## src/rtl/caf_pkg.sv

```systemverilog
// rtl/caf_pkg.sv - shared state encodings and sizing helpers for the CAF FOA sequencer
package caf_pkg;

  typedef enum logic [2:0] {
    IDLE     = 3'd0,
    LOAD     = 3'd1,
    LAST     = 3'd2,
    WAIT_RES = 3'd3,
    OUTPUT   = 3'd4
  } seq_state_t;

  // Index of the zero-Doppler bin in a symmetric bank of n_foas bins
  function automatic int centre_bin(input int n_foas);
    return (n_foas - 1) / 2;
  endfunction

  // Signed bin offsets need one bit more than the bin index
  function automatic int foa_off_bits(input int cnt_bits);
    return cnt_bits + 1;
  endfunction

endpackage

```

## src/rtl/caf_foa_step_map.sv

```systemverilog
// rtl/caf_foa_step_map.sv - maps a signed bin offset d to (|d| * freq_res, sign)
module caf_foa_step_map #(
  parameter int phase_bits = 10,
  parameter int d_bits     = 4
) (
  input  logic signed [d_bits-1:0]     d,
  input  logic        [phase_bits-1:0] freq_res,
  output logic        [phase_bits-1:0] freq_step,
  output logic                         neg_shift
);

  logic [d_bits-1:0] mag;

  // Magnitude of the offset times the per-bin step, wrapping modulo 2**phase_bits
  always_comb begin
    neg_shift = d[d_bits-1];
    mag       = neg_shift ? -d : d;
    freq_step = phase_bits'(mag) * freq_res;
  end

endmodule

```

## src/rtl/caf_foa_sequencer.sv

```systemverilog
// rtl/caf_foa_sequencer.sv - programs the CAF FOA bank and returns the peak as a signed offset; optional watchdog under CAF_FOA_SEQ_TIMEOUT_EN
module caf_foa_sequencer
  import caf_pkg::*;
#(
  parameter int phase_bits          = 10,
  parameter int foas                = 3,
  parameter int foas_counter_bits   = 3,
  parameter int length_counter_bits = 3,
  parameter int out_max_bits        = 64
`ifdef CAF_FOA_SEQ_TIMEOUT_EN
  ,
  parameter int timeout_cycles      = 4096
`endif
) (
  input  logic                                        clk,
  input  logic                                        rst_n,
  input  logic                                        start,
  input  logic [phase_bits-1:0]                       freq_res,
  output logic                                        busy,
  output logic [phase_bits-1:0]                       freq_step,
  output logic                                        neg_shift,
  output logic                                        freq_step_valid,
  output logic                                        freq_step_ack,
  input  logic                                        caf_step_ready,
  input  logic [foas_counter_bits-1:0]                caf_step_index,
  input  logic                                        res_tvalid,
  output logic                                        res_tready,
  input  logic [out_max_bits-1:0]                     caf_out_max,
  input  logic [foas_counter_bits-1:0]                caf_foas_index,
  input  logic [length_counter_bits-1:0]              caf_time_index,
  output logic                                        result_valid,
  input  logic                                        result_ready,
  output logic [out_max_bits-1:0]                     result_max,
  output logic [foa_off_bits(foas_counter_bits)-1:0]  result_foa,
  output logic [length_counter_bits-1:0]              result_lag,
`ifdef CAF_FOA_SEQ_TIMEOUT_EN
  output logic                                        timeout_err,
`endif
  output logic                                        index_err
);

  localparam int ow = foa_off_bits(foas_counter_bits);
  localparam logic [ow-1:0] centre_w = ow'(centre_bin(foas));
  localparam logic [foas_counter_bits-1:0] last_k = foas_counter_bits'(foas - 1);

`ifdef CAF_FOA_SEQ_TIMEOUT_EN
  localparam int tw = $clog2(timeout_cycles + 1);
  logic [tw-1:0] wd_cnt;
`endif

  seq_state_t                   state;
  logic [foas_counter_bits-1:0] k;
  logic [phase_bits-1:0]        res_q;
  logic [foas_counter_bits-1:0] map_k;
  logic [phase_bits-1:0]        map_res;
  logic [ow-1:0]                map_d;
  logic [phase_bits-1:0]        map_step;
  logic                         map_neg;

  assign freq_step_ack = (state == LOAD) & freq_step_valid & caf_step_ready;

  // Pick the bin (and step size) the step registers will present next cycle
  always_comb begin
    map_k   = k;
    map_res = res_q;
    if (state == IDLE && start) begin
      map_k   = '0;
      map_res = freq_res;
    end else if (freq_step_ack) begin
      map_k = k + 1'b1;
    end
  end

  assign map_d = ow'(map_k) - centre_w;

  caf_foa_step_map #(
    .phase_bits (phase_bits),
    .d_bits     (ow)
  ) u_step_map (
    .d         (map_d),
    .freq_res  (map_res),
    .freq_step (map_step),
    .neg_shift (map_neg)
  );

  // Sequencer: load bins, hand over the last bin, collect and hold the CAF result
  always_ff @(posedge clk or negedge rst_n) begin
    if (!rst_n) begin
      state           <= IDLE;
      k               <= '0;
      res_q           <= '0;
      busy            <= 1'b0;
      freq_step       <= '0;
      neg_shift       <= 1'b0;
      freq_step_valid <= 1'b0;
      res_tready      <= 1'b0;
      result_valid    <= 1'b0;
      result_max      <= '0;
      result_foa      <= '0;
      result_lag      <= '0;
      index_err       <= 1'b0;
`ifdef CAF_FOA_SEQ_TIMEOUT_EN
      wd_cnt          <= '0;
      timeout_err     <= 1'b0;
`endif
    end else begin
      case (state)
        IDLE: begin
          if (start) begin
            res_q           <= freq_res;
            k               <= '0;
            index_err       <= 1'b0;
            freq_step       <= map_step;
            neg_shift       <= map_neg;
            freq_step_valid <= 1'b1;
            busy            <= 1'b1;
`ifdef CAF_FOA_SEQ_TIMEOUT_EN
            timeout_err     <= 1'b0;
`endif
            state           <= (foas == 1) ? LAST : LOAD;
          end
        end
        LOAD: begin
          if (freq_step_ack) begin
            k         <= k + 1'b1;
            freq_step <= map_step;
            neg_shift <= map_neg;
            if (caf_step_index != k) index_err <= 1'b1;
            if (k + 1'b1 == last_k) state <= LAST;
          end
        end
        LAST: begin
          // The CAF takes its final bin without a ready, so this lasts one cycle
          if (caf_step_index != last_k) index_err <= 1'b1;
          freq_step_valid <= 1'b0;
          res_tready      <= 1'b1;
`ifdef CAF_FOA_SEQ_TIMEOUT_EN
          wd_cnt          <= '0;
`endif
          state           <= WAIT_RES;
        end
        WAIT_RES: begin
          if (res_tvalid && res_tready) begin
            result_max   <= caf_out_max;
            result_lag   <= caf_time_index;
            result_foa   <= ow'(caf_foas_index) - centre_w;
            res_tready   <= 1'b0;
            result_valid <= 1'b1;
            state        <= OUTPUT;
          end
`ifdef CAF_FOA_SEQ_TIMEOUT_EN
          else if (wd_cnt == tw'(timeout_cycles - 1)) begin
            timeout_err <= 1'b1;
            res_tready  <= 1'b0;
            busy        <= 1'b0;
            state       <= IDLE;
          end else begin
            wd_cnt <= wd_cnt + 1'b1;
          end
`endif
        end
        OUTPUT: begin
          if (result_ready) begin
            result_valid <= 1'b0;
            busy         <= 1'b0;
            state        <= IDLE;
          end
        end
        default: state <= IDLE;
      endcase
    end
  end

endmodule

```

## config.mk

```make
export PLATFORM = sky130hd
export DESIGN_NAME = caf_foa_sequencer
export DESIGN_NICKNAME = d
export VERILOG_FILES = /design/src/rtl/caf_pkg.sv /design/src/rtl/caf_foa_step_map.sv /design/src/rtl/caf_foa_sequencer.sv
export SDC_FILE = /design/constraint.sdc
export NUM_CORES = 1
export LEC_CHECK = 0
export ABC_AREA = 1
export BUFFER_PORTS_ARGS = -buffer_cell sky130_fd_sc_hd__buf_4
export CAP_MARGIN = 30
export CORE_MARGIN = 2
export CORE_UTILIZATION = 47
export CTS_BUF_LIST = sky130_fd_sc_hd__clkbuf_4
export DETAILED_ROUTE_END_ITERATION = 8
export PLACE_DENSITY = 0.76
export SYNTH_ARGS = -nofsm -noshare
export SYNTH_HDL_FRONTEND = slang
export SYNTH_SLANG_ARGS = --single-unit
```

## constraint.sdc

```tcl
create_clock -name clk -period 9.7 [get_ports clk]
set_input_delay 0.485 -clock clk [delete_from_list [all_inputs] [get_ports clk]]
set_output_delay 0.485 -clock clk [all_outputs]
set_load 0.1 [all_outputs]
```

==> impl_metrics.toml <==
[status]
status = "finished clean"

[sta]
rsz0062_at_grt = "false"
drv_slew = 0
worst_slew_pin_slew_ns = 0.665
finalHoldViolations = 0
clock.fmax_mhz = 212
period_needed_ns = 4.73
setup_viol = 0
tns_ns = 0
slew_headroom_pct = 55.7
fin_skew_ns = 0.0137
fin_crit_sh_pct = 48.7

[cells_and_area]
areaGrowthSynthToFinish_pct = 30.8
final_cell_mix = "nand2_1 (283), buf_4 (178), dfrtp_1 (103), inv_1 (61), o21ai_0 (19)"
n_antenna_cell = 0
layout.cells.non_filler = 924
drive_above_1_share_pct = 28.4
fin_nets = 898
final_common_cell = "nand2_1"

[placed_design]
dp_hpwl_um = 9490
routabilityCongestion = 0.884
placed_cells = 910
place.port_buffers = 176

[logic_synthesis]
yosys_warnings = 0
syn_area_per_cell_um2 = 8.42
ys_seq_elements = 103
synth_seq_area_share_pct = 50.6
postSynthCellCount = 605
synth_cell_types = 36
ys.flop_type = "dfrtp_1"
async_reset_ff_share_pct = 100
synth_enable_flop_cells = 0
syn_area_mm2 = 0.00509

[route]
drt_wl_total_um = 12400
viasPerCell = 4.87
drt-wirelength-per-cell_um = 13.5
drc_errors = 0
initialDrtViolationCount = 373
ant_nets = 0
num_vias = 4502
drt_first_pass_iters = 4

[clock_network]
clock_path_buffers = 2
htree_levels = 3
clkTransAtPathRegs_ns = 0.15
ctsHoldBuffers = 0
cts-root-buf = "clkbuf_4"
post_cts_resized = 0
clk_latency_ns = 0.45
post_cts_buffers = 0
cts_made_buffers = 9
cts_tree = "yes"
cts.sinks = 103

[grt]
grt_usage_pct = 22.2
first_global_vias = 4409
grt-ovfl-total = 0
grt_max_degree = 69
grt_pass1_wl_um = 20300
antenna_found_initial = 0

[hold_path]
holdCritPathClass = "in -> async"

[floorplan]
die_w_um = 108
die_h_um = 108
placementRows = 38
io_pins = 177
fp.coreArea_mm2 = 0.0107
start_util_pct = 47.6
die-area_mm2 = 0.0117

[setup_path]
worstPathRequired_ns = 10.03
critPathKind = "reg -> reg"
start_kind = "flop"
cp_max_fo = 18
setup.worst_path.end_class = "flop"
arrival_ns = 5.06

[job]
maxCapViolCount = 0
## final timing paths
path | from | depth (start not counted) | to | slack, ns
max in group asynchronous | rst_n | 2 | result_max[42] | 8.56
min in group clk | caf_foas_index[1] | 2 | result_foa[3] | 0.20
min reg2reg | result_max[36] | 2 | result_max[36] | 0.49
min | rst_n | 1 | result_foa[3] | 0.02
max | state[0] | 22 | freq_step[8] | 4.97
max reg2reg | state[0] | 22 | freq_step[8] | 4.97
## final cells by class
| cell class | count | area [um^2] |
|---|---|---|
| fill | 924 | 4040 |
| sequential | 103 | 2580 |
| multi-input combinational | 419 | 2200 |
| timing repair buffer | 179 | 1360 |
| inverter | 69 | 262 |
| tap | 140 | 175 |
| clock buffer | 9 | 67.6 |
| clock inverter | 5 | 27.5 |
## cell families (layout without fill, tap and decap cells)
group	count (synthesis)	in the layout	synth area share (%)
adders and majority gates	28	28	8.80
DFF	103	103	50.6
xor gates and xnor gates	9	9	1.55
buffers and inverters	87	262	6.66
AOI/OAI and AO/OA	33	33	3.98
other	2	6	0.147
and+or+nand+nor	343	343	28.3
## flip-flops by register name, summed over array words and instances (netlist names)
register and count:
result_max 64, freq_step 10, res_q 10, result_foa 4, k 3, result_lag 3
state 3, busy 1, freq_step_valid 1, index_err 1, neg_shift 1, res_tready 1
result_valid 1
## synthesized netlist by cell type (2+ instances only)
library cell,instances,share of area (%)
nand2_2,4,0.49
ha_1,15,3.7
inv_1,61,4.5
nand3_4,3,1.0
fa_1,13,5.1
xnor2_1,7,1.2
nand3_2,4,0.79
nor2_4,2,0.44
conb_1,2,0.15
o31ai_1,3,0.44
nor3_1,4,0.39
nor2_1,18,1.3
clkbuf_1,10,0.74
xor2_1,2,0.34
nand3_1,10,0.98
nor2_2,3,0.37
a21o_1,2,0.29
inv_2,7,0.52
dfrtp_1,103,51
or2_2,5,0.61
nand2_1,283,21
buf_2,8,0.79
nand4_1,4,0.49
a21oi_1,2,0.20
o21ai_0,19,1.9
## critical path, cell delays in order (launching register included)
cell	delay, ns
dfrtp_1	0.46
nor2_2	0.19
nand3_4	0.26
nand3_4	0.29
inv_1	0.09
ha_1	0.20
inv_1	0.05
nand3_1	0.09
nand3_1	0.13
nand2_1	0.15
inv_1	0.11
nand2_1	0.07
fa_1	0.50
inv_1	0.05
fa_1	0.53
fa_1	0.47
a21o_1	0.19
a21oi_1	0.20
nor2_1	0.08
o21ai_0	0.16
nand2_1	0.09
xnor2_1	0.13
o21ai_0	0.08
## per-stage QoR
| step | util (%) | instance area, um^2 | setup WS [ns] | hold slack (ns) |
|---|---|---|---|---|
| final | 62.3 | 6660 | 4.97 | 0.0248 |
| after floorplan | - | 5110 | 4.94 | 0.189 |
| after CTS | 62.3 | 6660 | 4.99 | 0.0358 |
| after global placement | 61.2 | 6550 | 5.20 | 0.456 |
| after global routing | 62.3 | 6660 | 4.54 | 0.0617 |
| after detailed placement | 61.4 | 6570 | 5.03 | 0.459 |
## layer usage
layer / track usage (%) / part of all wire, % / up-vias
li1: - / - / 2187
met1: 28.1 / 43 / 2148
met2: 38.2 / 49 / 149
met3: 3.68 / 6.3 / 18
met4: 8.88 / 2.2 / 0
met5: 0 / 0 / -
Power is left out: the tool's default activity adds up to more than one toggle a clock period on the data nets, which glitch-free logic cannot reach.
